`config.mk`:
```
export PLATFORM = sky130hd
export DESIGN_NAME = sram_fifo_ctrl
export DESIGN_NICKNAME = d
export VERILOG_FILES = /design/src/rtl/sram_fifo_pkg.sv /design/src/rtl/sram_fifo_rdpipe.sv /design/src/rtl/sram_fifo_ctrl.sv
export SDC_FILE = /design/constraint.sdc
export NUM_CORES = 1
export LEC_CHECK = 0
export ABC_AREA = 1
export CAP_MARGIN = 20
export CORE_MARGIN = 2
export CORE_UTILIZATION = 46
export CTS_BUF_LIST = sky130_fd_sc_hd__clkbuf_8
export CTS_CLUSTER_SIZE = 10
export DETAILED_ROUTE_END_ITERATION = 8
export DONT_BUFFER_PORTS = 1
export GPL_ROUTABILITY_DRIVEN = 1
export HOLD_SLACK_MARGIN = 0.15
export PLACE_DENSITY = 0.62
export SYNTH_ARGS = -nofsm -noshare
export SYNTH_HDL_FRONTEND = slang
export SYNTH_SLANG_ARGS = --single-unit
```
`constraint.sdc`:
```
create_clock -name CLK -period 4.3 [get_ports CLK]
set_clock_uncertainty 0.15 [all_clocks]
set_input_delay 0.43 -clock CLK [delete_from_list [all_inputs] [get_ports CLK]]
set_output_delay 0.43 -clock CLK [all_outputs]
set_load 0.03 [all_outputs]
```
`src/rtl/sram_fifo_pkg.sv`:
```
// Shared constants for the SRAM ring-buffer controller: SRAM port encodings and default widths.
package sram_fifo_pkg;

  localparam int unsigned ADDR_W_DEF = 10;
  localparam int unsigned DATA_W_DEF = 8;
  localparam int unsigned DROP_W     = 16;

  localparam logic CMD_WRITE = 1'b0;
  localparam logic CMD_READ  = 1'b1;
  localparam logic CEB_ON    = 1'b0;
  localparam logic CEB_OFF   = 1'b1;

endpackage

```
`src/rtl/sram_fifo_rdpipe.sv`:
```
// Read side of the ring buffer: issue decision, one-cycle read-in-flight flag and the output register.
module sram_fifo_rdpipe
  import sram_fifo_pkg::*;
#(
  parameter int unsigned DATA_W = DATA_W_DEF
) (
  input  logic              clk,
  input  logic              rst_n,
  input  logic              clr,
  input  logic              empty,
  input  logic              out_ready,
  input  logic [DATA_W-1:0] q2,
  output logic              rd_go_c,
  output logic              out_valid,
  output logic [DATA_W-1:0] out_data
);

  logic              rd_pend_q, rd_pend_d;
  logic              out_valid_q, out_valid_d;
  logic [DATA_W-1:0] out_data_q, out_data_d;

  // Issue only when SRAM holds a word, nothing is in flight and the output register frees up this edge.
  assign rd_go_c = rst_n && !empty && !rd_pend_q && !clr && (!out_valid_q || out_ready);

  // Next state: capture the SRAM word one cycle after issue, otherwise pop on handshake.
  always_comb begin
    rd_pend_d   = rd_go_c;
    out_valid_d = out_valid_q;
    out_data_d  = out_data_q;
    if (clr) begin
      out_valid_d = 1'b0;
    end else if (rd_pend_q) begin
      out_valid_d = 1'b1;
      out_data_d  = q2;
    end else if (out_valid_q && out_ready) begin
      out_valid_d = 1'b0;
    end
  end

  // Read-pipe state registers.
  always_ff @(posedge clk or negedge rst_n) begin
    if (!rst_n) begin
      rd_pend_q   <= 1'b0;
      out_valid_q <= 1'b0;
      out_data_q  <= '0;
    end else begin
      rd_pend_q   <= rd_pend_d;
      out_valid_q <= out_valid_d;
      out_data_q  <= out_data_d;
    end
  end

  assign out_valid = out_valid_q;
  assign out_data  = out_data_q;

endmodule

```
`src/rtl/sram_fifo_ctrl.sv`:
```
// Stream-to-SRAM ring-buffer controller in front of a dual-port SRAM (port 1 write, port 2 read).
// Build option SRAM_FIFO_DROP_CNT_EN adds a saturating 16-bit dropped-sample counter on DROP_CNT.
module sram_fifo_ctrl
  import sram_fifo_pkg::*;
#(
  parameter int unsigned ADDR_W = ADDR_W_DEF,
  parameter int unsigned DATA_W = DATA_W_DEF
) (
  input  logic              CLK,
  input  logic              RSTN,
  input  logic              CLR,
  input  logic              IN_VALID,
  input  logic [DATA_W-1:0] IN_DATA,
  output logic              OUT_VALID,
  input  logic              OUT_READY,
  output logic [DATA_W-1:0] OUT_DATA,
  output logic              CEB1,
  output logic              CMD1,
  output logic [ADDR_W-1:0] ADD1,
  output logic [DATA_W-1:0] DIN1,
  output logic              CEB2,
  output logic              CMD2,
  output logic [ADDR_W-1:0] ADD2,
  input  logic [DATA_W-1:0] Q2,
  output logic [ADDR_W:0]   LEVEL,
  output logic              EMPTY,
  output logic              FULL,
  output logic              OVF,
  output logic [DROP_W-1:0] DROP_CNT
);

  localparam int unsigned DEPTH = 2 ** ADDR_W;
  localparam int unsigned LVL_W = ADDR_W + 1;

  logic [ADDR_W-1:0] wr_ptr_q, wr_ptr_d;
  logic [ADDR_W-1:0] rd_ptr_q, rd_ptr_d;
  logic [LVL_W-1:0]  level_q, level_d;
  logic              ovf_q, ovf_d;
  logic              full_c, empty_c, wr_go_c, rd_go_c, drop_c;

  assign full_c  = (level_q == LVL_W'(DEPTH));
  assign empty_c = (level_q == '0);
  // RSTN gating keeps the write enable off while reset is asserted, even with IN_VALID high.
  assign wr_go_c = RSTN && IN_VALID && !full_c && !CLR;
  assign drop_c  = IN_VALID && full_c && !CLR;

  sram_fifo_rdpipe #(
    .DATA_W (DATA_W)
  ) u_rdpipe (
    .clk       (CLK),
    .rst_n     (RSTN),
    .clr       (CLR),
    .empty     (empty_c),
    .out_ready (OUT_READY),
    .q2        (Q2),
    .rd_go_c   (rd_go_c),
    .out_valid (OUT_VALID),
    .out_data  (OUT_DATA)
  );

  // Pointer, fill level and overflow flag next state.
  always_comb begin
    wr_ptr_d = wr_ptr_q;
    rd_ptr_d = rd_ptr_q;
    level_d  = level_q;
    ovf_d    = ovf_q;
    if (CLR) begin
      wr_ptr_d = '0;
      rd_ptr_d = '0;
      level_d  = '0;
      ovf_d    = 1'b0;
    end else begin
      if (wr_go_c) wr_ptr_d = wr_ptr_q + ADDR_W'(1);
      if (rd_go_c) rd_ptr_d = rd_ptr_q + ADDR_W'(1);
      if (wr_go_c && !rd_go_c) level_d = level_q + LVL_W'(1);
      else if (!wr_go_c && rd_go_c) level_d = level_q - LVL_W'(1);
      if (drop_c) ovf_d = 1'b1;
    end
  end

  // Ring-buffer state registers.
  always_ff @(posedge CLK or negedge RSTN) begin
    if (!RSTN) begin
      wr_ptr_q <= '0;
      rd_ptr_q <= '0;
      level_q  <= '0;
      ovf_q    <= 1'b0;
    end else begin
      wr_ptr_q <= wr_ptr_d;
      rd_ptr_q <= rd_ptr_d;
      level_q  <= level_d;
      ovf_q    <= ovf_d;
    end
  end

`ifdef SRAM_FIFO_DROP_CNT_EN
  logic [DROP_W-1:0] drop_cnt_q, drop_cnt_d;

  // Saturating count of samples lost while full.
  always_comb begin
    drop_cnt_d = drop_cnt_q;
    if (CLR) drop_cnt_d = '0;
    else if (drop_c && (drop_cnt_q != '1)) drop_cnt_d = drop_cnt_q + DROP_W'(1);
  end

  // Drop counter register.
  always_ff @(posedge CLK or negedge RSTN) begin
    if (!RSTN) drop_cnt_q <= '0;
    else       drop_cnt_q <= drop_cnt_d;
  end

  assign DROP_CNT = drop_cnt_q;
`else
  assign DROP_CNT = '0;
`endif

  assign CEB1  = wr_go_c ? CEB_ON : CEB_OFF;
  assign CMD1  = CMD_WRITE;
  assign ADD1  = wr_ptr_q;
  assign DIN1  = IN_DATA;
  assign CEB2  = rd_go_c ? CEB_ON : CEB_OFF;
  assign CMD2  = CMD_READ;
  assign ADD2  = rd_ptr_q;
  assign LEVEL = level_q;
  assign EMPTY = empty_c;
  assign FULL  = full_c;
  assign OVF   = ovf_q;

endmodule
```
==> reports/metrics.cfg, run 1 <==
[sta]
maxSlewHeadroom_pct = 63.3
setup_violations = 0
fmax_mhz = 293
drv_slew = 0
fin_crit_sh_pct = 79.3
tightest_slew_ps = 549
min_period_ps = 3410
tns_ps = 0
hold_violations = 0
rsz0062_at_grt = false

[min_path]
hold_class = in -> reg

[layout]
fin_util_pct = 49.6
nNetsFinal = 363
area_delta_synth_final_pct = 5.36
drive_gt1_share_pct = 14.2
fill_cells = 575
antenna-diode-count = 0

[routing]
drt_wl_total_mm = 5.74
ant_nets = 0
drc = 0
first_iter_violations = 105
routed_via_density = 5.11
vias = 2069
wl_per_cell_um = 14.2
drt-pass1-iter-count = 4

[setup_path]
crit_top_cell = nand3_1
critical_path_class = reg -> reg
cp_top_family = simple AND/OR/NAND/NOR gates
critical_path.max_fanout = 14
r2r_setup_slack_ps = 890
end_kind = register
crit_chain = nor2_2 > nand2_2 > nor2_4 > nand2_2 > nand2_4 > nand3_1 > fa_1 > nand3_1 > nand3_1 > a21oi_1 > xor2_1 > o21ai_2
required_ps = 4340
crit_arrival_ps = 3450
start_kind = register
cp.buffers_inverters = 0
critPathSlowestCell = fa_1
critPathMaxStageDelay_ps = 620

[global_route]
gr-total-overflow = 0
grt_max_degree = 43
first_global_vias = 1906
grt_first_pass_wirelength_mm = 9.10
track_usage_pct = 18.3
antenna_found_initial = 0

[clock_network]
clock_sinks = 42
cts-root-buf = clkbuf_8
cts_resized = 0
insertion_delay_ps = 300
cts_buffers = 5
cts_max_level = 2
clockBufferDepth = 2
clk_pin_slew_ps = 90
cts_tree = done

[floorplan]
die_w_um = 81.4
io_pins = 92
die_area_um2 = 6620
placementRows = 28
initial_utilization_pct = 47.0
design.core.area_um2 = 5850
die_h_um = 81.4

[run]
drv_cap = 0

[yosys]
synthFlopType = dfrtp_1
ys_ff_latch = 42
synthCells = 324
ys_types = 44
yosysSeqAreaShare_pct = 38.2
async_reset_ff_share_pct = 100
synth_edf_count = 0
syn-cell-area_um2 = 2750
avgSynthCellArea_um2 = 8.50
ys.warnings.count = 0

[run_status]
status = completed

[power]
internal-power_mw = 0.843
p_comb_share_pct = 40.0
power.leakage_nw = 1.37
pwr-share-clk_pct = 16.4
p_sw_mw = 0.814
pwr-share-seq_pct = 43.6
ir_drop_uv = 386
power_density_nw_per_um2 = 571
switching_share_pct = 49.1

[placement]
routabilityCongestion = 0.932
portBuffers = 0
hpwlAfterDp_mm = 4.14

power groups by stage:
stage	clock network [mW]	registers [mW]	logic (mW)
final	0.272	0.723	0.663
after global routing	0.299	0.739	0.760
after CTS	0.281	0.724	0.671
after detailed placement	0	0.733	0.646
after global placement	0	0.730	0.639
after floorplan	0	0.706	0.573
final cells by class:
class	count	area [um^2]	share of cell area [%]
multi-input combinational	227	1360	46.9
sequential	42	1050	36.2
inverter	40	158	5.44
timing repair buffer	13	145	5.00
clock buffer	5	68.8	2.37
clock inverter	3	23.8	0.820
tap	75	93.8	3.24
cell usage in the layout (no fill, tap or decap), types with 2 or more instances in the layout:
cell / count
a21oi_1: 15
a31oi_1: 2
clkbuf_8: 5
clkinvlp_4: 2
conb_1: 18
dfrtp_1: 42
dlygate4sd3_1: 11
ha_1: 12
inv_1: 36
inv_4: 3
mux2_2: 8
nand2_1: 59
nand2_2: 3
nand2_4: 2
nand3_1: 25
nand3_2: 2
nand4_1: 3
nor2_1: 20
nor2_2: 4
nor2_4: 2
nor3_1: 4
o21ai_0: 8
o21ai_1: 4
o21ai_2: 7
o21bai_1: 2
o22ai_1: 2
o32ai_1: 2
xnor2_1: 2
xor2_1: 7
per-layer routing:
layer  global-route usage, %  routed length (um)  vias to the layer above
li1                        -                   -                     1031
met1                    23.2                2630                      971
met2                    29.6                2610                       59
met3                    5.33                 384                        8
met4                    6.61                 114                        0
met5                       0                   0                        -
cell usage after synthesis, types with 7 or more instances:
library cell   n  area (um^2)
inv_1         36          135
o21ai_2        7         61.3
ha_1          12          150
o21ai_0        8         40.0
nand3_1       25          125
dfrtp_1       42         1050
mux2_2         8         90.1
buf_4         26          195
xor2_1         7         61.3
nor2_1        20         75.1
a21oi_1       15         75.1
nand2_1       59          221
tightest hold or removal path: cells and delay by family:
family | cells | cell delay, ps
buffers and inverters | 1 | 70
AND/OR/NAND/NOR | 2 | 110
cells by family after synthesis:
family	synth area share [%]
compound gates	11.0
mux	3.27
simple gates	23.6
fa+ha+maj	6.18
xor+xnor	2.86
buf+inv	14.6
flops	38.2
other cells	0.273
through the flow:
stage / setup slack, ps / power (mW) / hold WS, ps / std cells / cell area (um^2)
floorplan: 1460 / 1.28 / -15.6 / 340 / 2810
global placement: 909 / 1.37 / -14.6 / 385 / 2670
detailed placement: 886 / 1.38 / -14.5 / 385 / 2670
CTS: 860 / 1.68 / 176 / 405 / 2900
global route: 639 / 1.80 / 203 / 405 / 2900
finish: 891 / 1.66 / 188 / 405 / 2900
path summary, 6_finish.rpt:
path	startpoint	end	cells after the start
worst min register to register	u_rdpipe.rd_pend_q$_DFF_PN0_	u_rdpipe.out_valid$_DFFE_PN0P_	3
max in group asynchronous	RSTN	LEVEL[10]$_DFFE_PN0P_	2
min in group asynchronous	RSTN	u_rdpipe.out_data[0]$_DFFE_PN0P_	2
worst max register to register	LEVEL[0]$_DFFE_PN0P_	LEVEL[6]$_DFFE_PN0P_	12
worst min-delay path	CLR	ADD2[9]$_DFFE_PN0P_	3
worst max-delay path	LEVEL[0]$_DFFE_PN0P_	LEVEL[6]$_DFFE_PN0P_	12
flip-flops by register name, summed over array words and instances (netlist names):
| register | count |
|---|---|
| LEVEL | 11 |
| ADD1 | 10 |
| ADD2 | 10 |
| u_rdpipe.out_data | 8 |
| OVF | 1 |
| u_rdpipe.out_valid | 1 |
| u_rdpipe.rd_pend_q | 1 |
what timing repair did:
item,in CTS,in global routing
hold endpoints to repair,58,0
buffers inserted,0,0
endpoints found under the setup margin,0,0
hold buffers,12,0
Power figures use the tool's default switching activity.
==> inputs of run 2 (changes only) <==
PLACE_DENSITY = 0.64   (was 0.62)
clock period = 3.1 ns   (was 4.3 ns; I/O delays follow)
==> reports/metrics.cfg, run 2 (synthesized netlist as in run 1, its figures left out) <==
[layout]
final_common_cell = nand2_1
fin_util_pct = 52.6
area_delta_synth_final_pct = 11.7
drive_gt1_share_pct = 17.2
register_area_um2 = 1050
largest_register_ffs = 11
final_cell_mix = 59 x nand2_1, 42 x dfrtp_1, 36 x inv_1, 24 x nand3_1, 20 x nor2_1
nNetsFinal = 382
fill_cells = 529
antenna-diode-count = 0
multi_input_area_um2 = 1370

[global_route]
gr-usage-met3_pct = 4.00
grt_max_degree = 44
antenna_found_initial = 0
grt_busiest_layer = met2
gr-total-overflow = 0
grt_use_met1_pct = 22.5
met2_usage_pct = 30.2
grt_first_pass_wirelength_mm = 9.14
track_usage_pct = 17.6
first_global_vias = 2028

[clock_network]
insertion_delay_ps = 290
postCtsSetupBuffers = 0
cts-root-buf = clkbuf_8
cts_buffers = 5
clockBufferDepth = 2
clock_sinks = 42
cts_max_level = 2
clk_pin_slew_ps = 80
cts_tree = done

[run_status]
status = completed

[power]
ir_drop_uv = 435
power.leakage_nw = 1.49
power_density_nw_per_um2 = 784

[floorplan]
die_w_um = 81.4
die_h_um = 81.4
io_pins = 92
design.core.area_um2 = 5850
placementRows = 28
die_area_um2 = 6620
initial_utilization_pct = 47.0

[sta]
hold_violations = 0
fin_crit_sh_pct = 91.7
min_period_ps = 2840
fmax_mhz = 352
tns_ps = 0
setup_violations = 0
rsz0062_at_grt = false
drv_slew = 0

[setup_path]
crit_arrival_ps = 2870
required_ps = 3130
critical_path.max_fanout = 19
r2r_start = LEVEL[8]$_DFFE_PN0P_
end_kind = register
r2r_setup_slack_ps = 350
start_kind = primary input
critical_path_class = in -> reg
startpoint = CLR

[routing]
vias = 2135
drt_wl_total_mm = 5.69
ant_nets = 0
drt-pass1-iter-count = 4
routed_via_density = 5.04
wl_per_cell_um = 13.4
drc = 0
first_iter_violations = 89

[placement]
hpwlAfterDp_mm = 4.07
portBuffers = 0
routabilityCongestion = 0.893

[min_path]
hold_class = in -> reg
worstHoldStart = RSTN

[run]
drv_cap = 0

-- run 2: cell types whose count changed in the layout (fill, tap and decap cells not counted), moves of 2 or more --
| cell | change |
|---|---|
| clkbuf_8 | +3 |
| buf_4 | +12 |
| clkinvlp_4 | -2 |
| dlygate4sd3_1 | +7 |
-- run 2: worst max-delay path: stages --
cell,delay [ps]
dlygate4sd3_1,580
inv_4,190
nand2_1,90
nor2_2,160
nand2_4,60
buf_4,210
inv_4,110
nand2_2,70
nand2_4,170
nor2_8,30
dlygate4sd3_1,650
inv_4,160
o21ai_1,70
-- run 2: per-stage QoR --
stage | worst slack (ps) | power, mW | area, um^2 | hold slack, ps | cells
3_5_place_dp | 117 | 1.99 | 2760 | -134 | 397
5_1_grt | 115 | 2.60 | 3080 | 346 | 424
3_3_place_gp | 127 | 1.98 | 2760 | -135 | 397
6_report | 257 | 2.41 | 3080 | 315 | 424
4_1_cts | 70.6 | 2.43 | 3070 | 299 | 424
2_1_floorplan | 261 | 1.78 | 2810 | -136 | 340
-- run 2: metal layers --
layer	part of all wire [%]	routed length, um
met2	49	2780
met1	43	2420
met3	7.5	426
met4	1.0	59
met5	0	0
-- run 2: repair_timing --
item / CTS / global route
hold buffers: 19 / 0
gates resized for setup: 0 / 1
endpoints found under the setup margin: 0 / 6
endpoints found under the hold margin: 76 / 0
-- run 2: area by class of cell --
| cell class | count | area share [%] |
|---|---|---|
| Multi-Input combinational cell | 227 | 44.4 |
| Timing Repair Buffer | 32 | 9.68 |
| Sequential cell | 42 | 34.2 |
| Tap cell | 75 | 3.05 |
| Inverter | 40 | 5.13 |
| Clock buffer | 8 | 3.58 |
-- run 2: power by group --
group | leakage [nW] | internal, mW | total [mW] | switching [mW]
sequential | 0.554 | 0.658 | 0.847 | 0.189
combinational | 0.874 | 0.425 | 1.16 | 0.736
clock | 0.0575 | 0.225 | 0.403 | 0.178
-- run 2: worst paths after layout --
path | to | cells after the start
min in group asynchronous | ADD2[2]$_DFFE_PN0P_ | 2
max in group asynchronous | LEVEL[8]$_DFFE_PN0P_ | 2
setup / recovery | LEVEL[0]$_DFFE_PN0P_ | 13
hold reg to reg | LEVEL[9]$_DFFE_PN0P_ | 3
hold / removal | ADD1[1]$_DFFE_PN0P_ | 5
setup reg to reg | LEVEL[6]$_DFFE_PN0P_ | 11
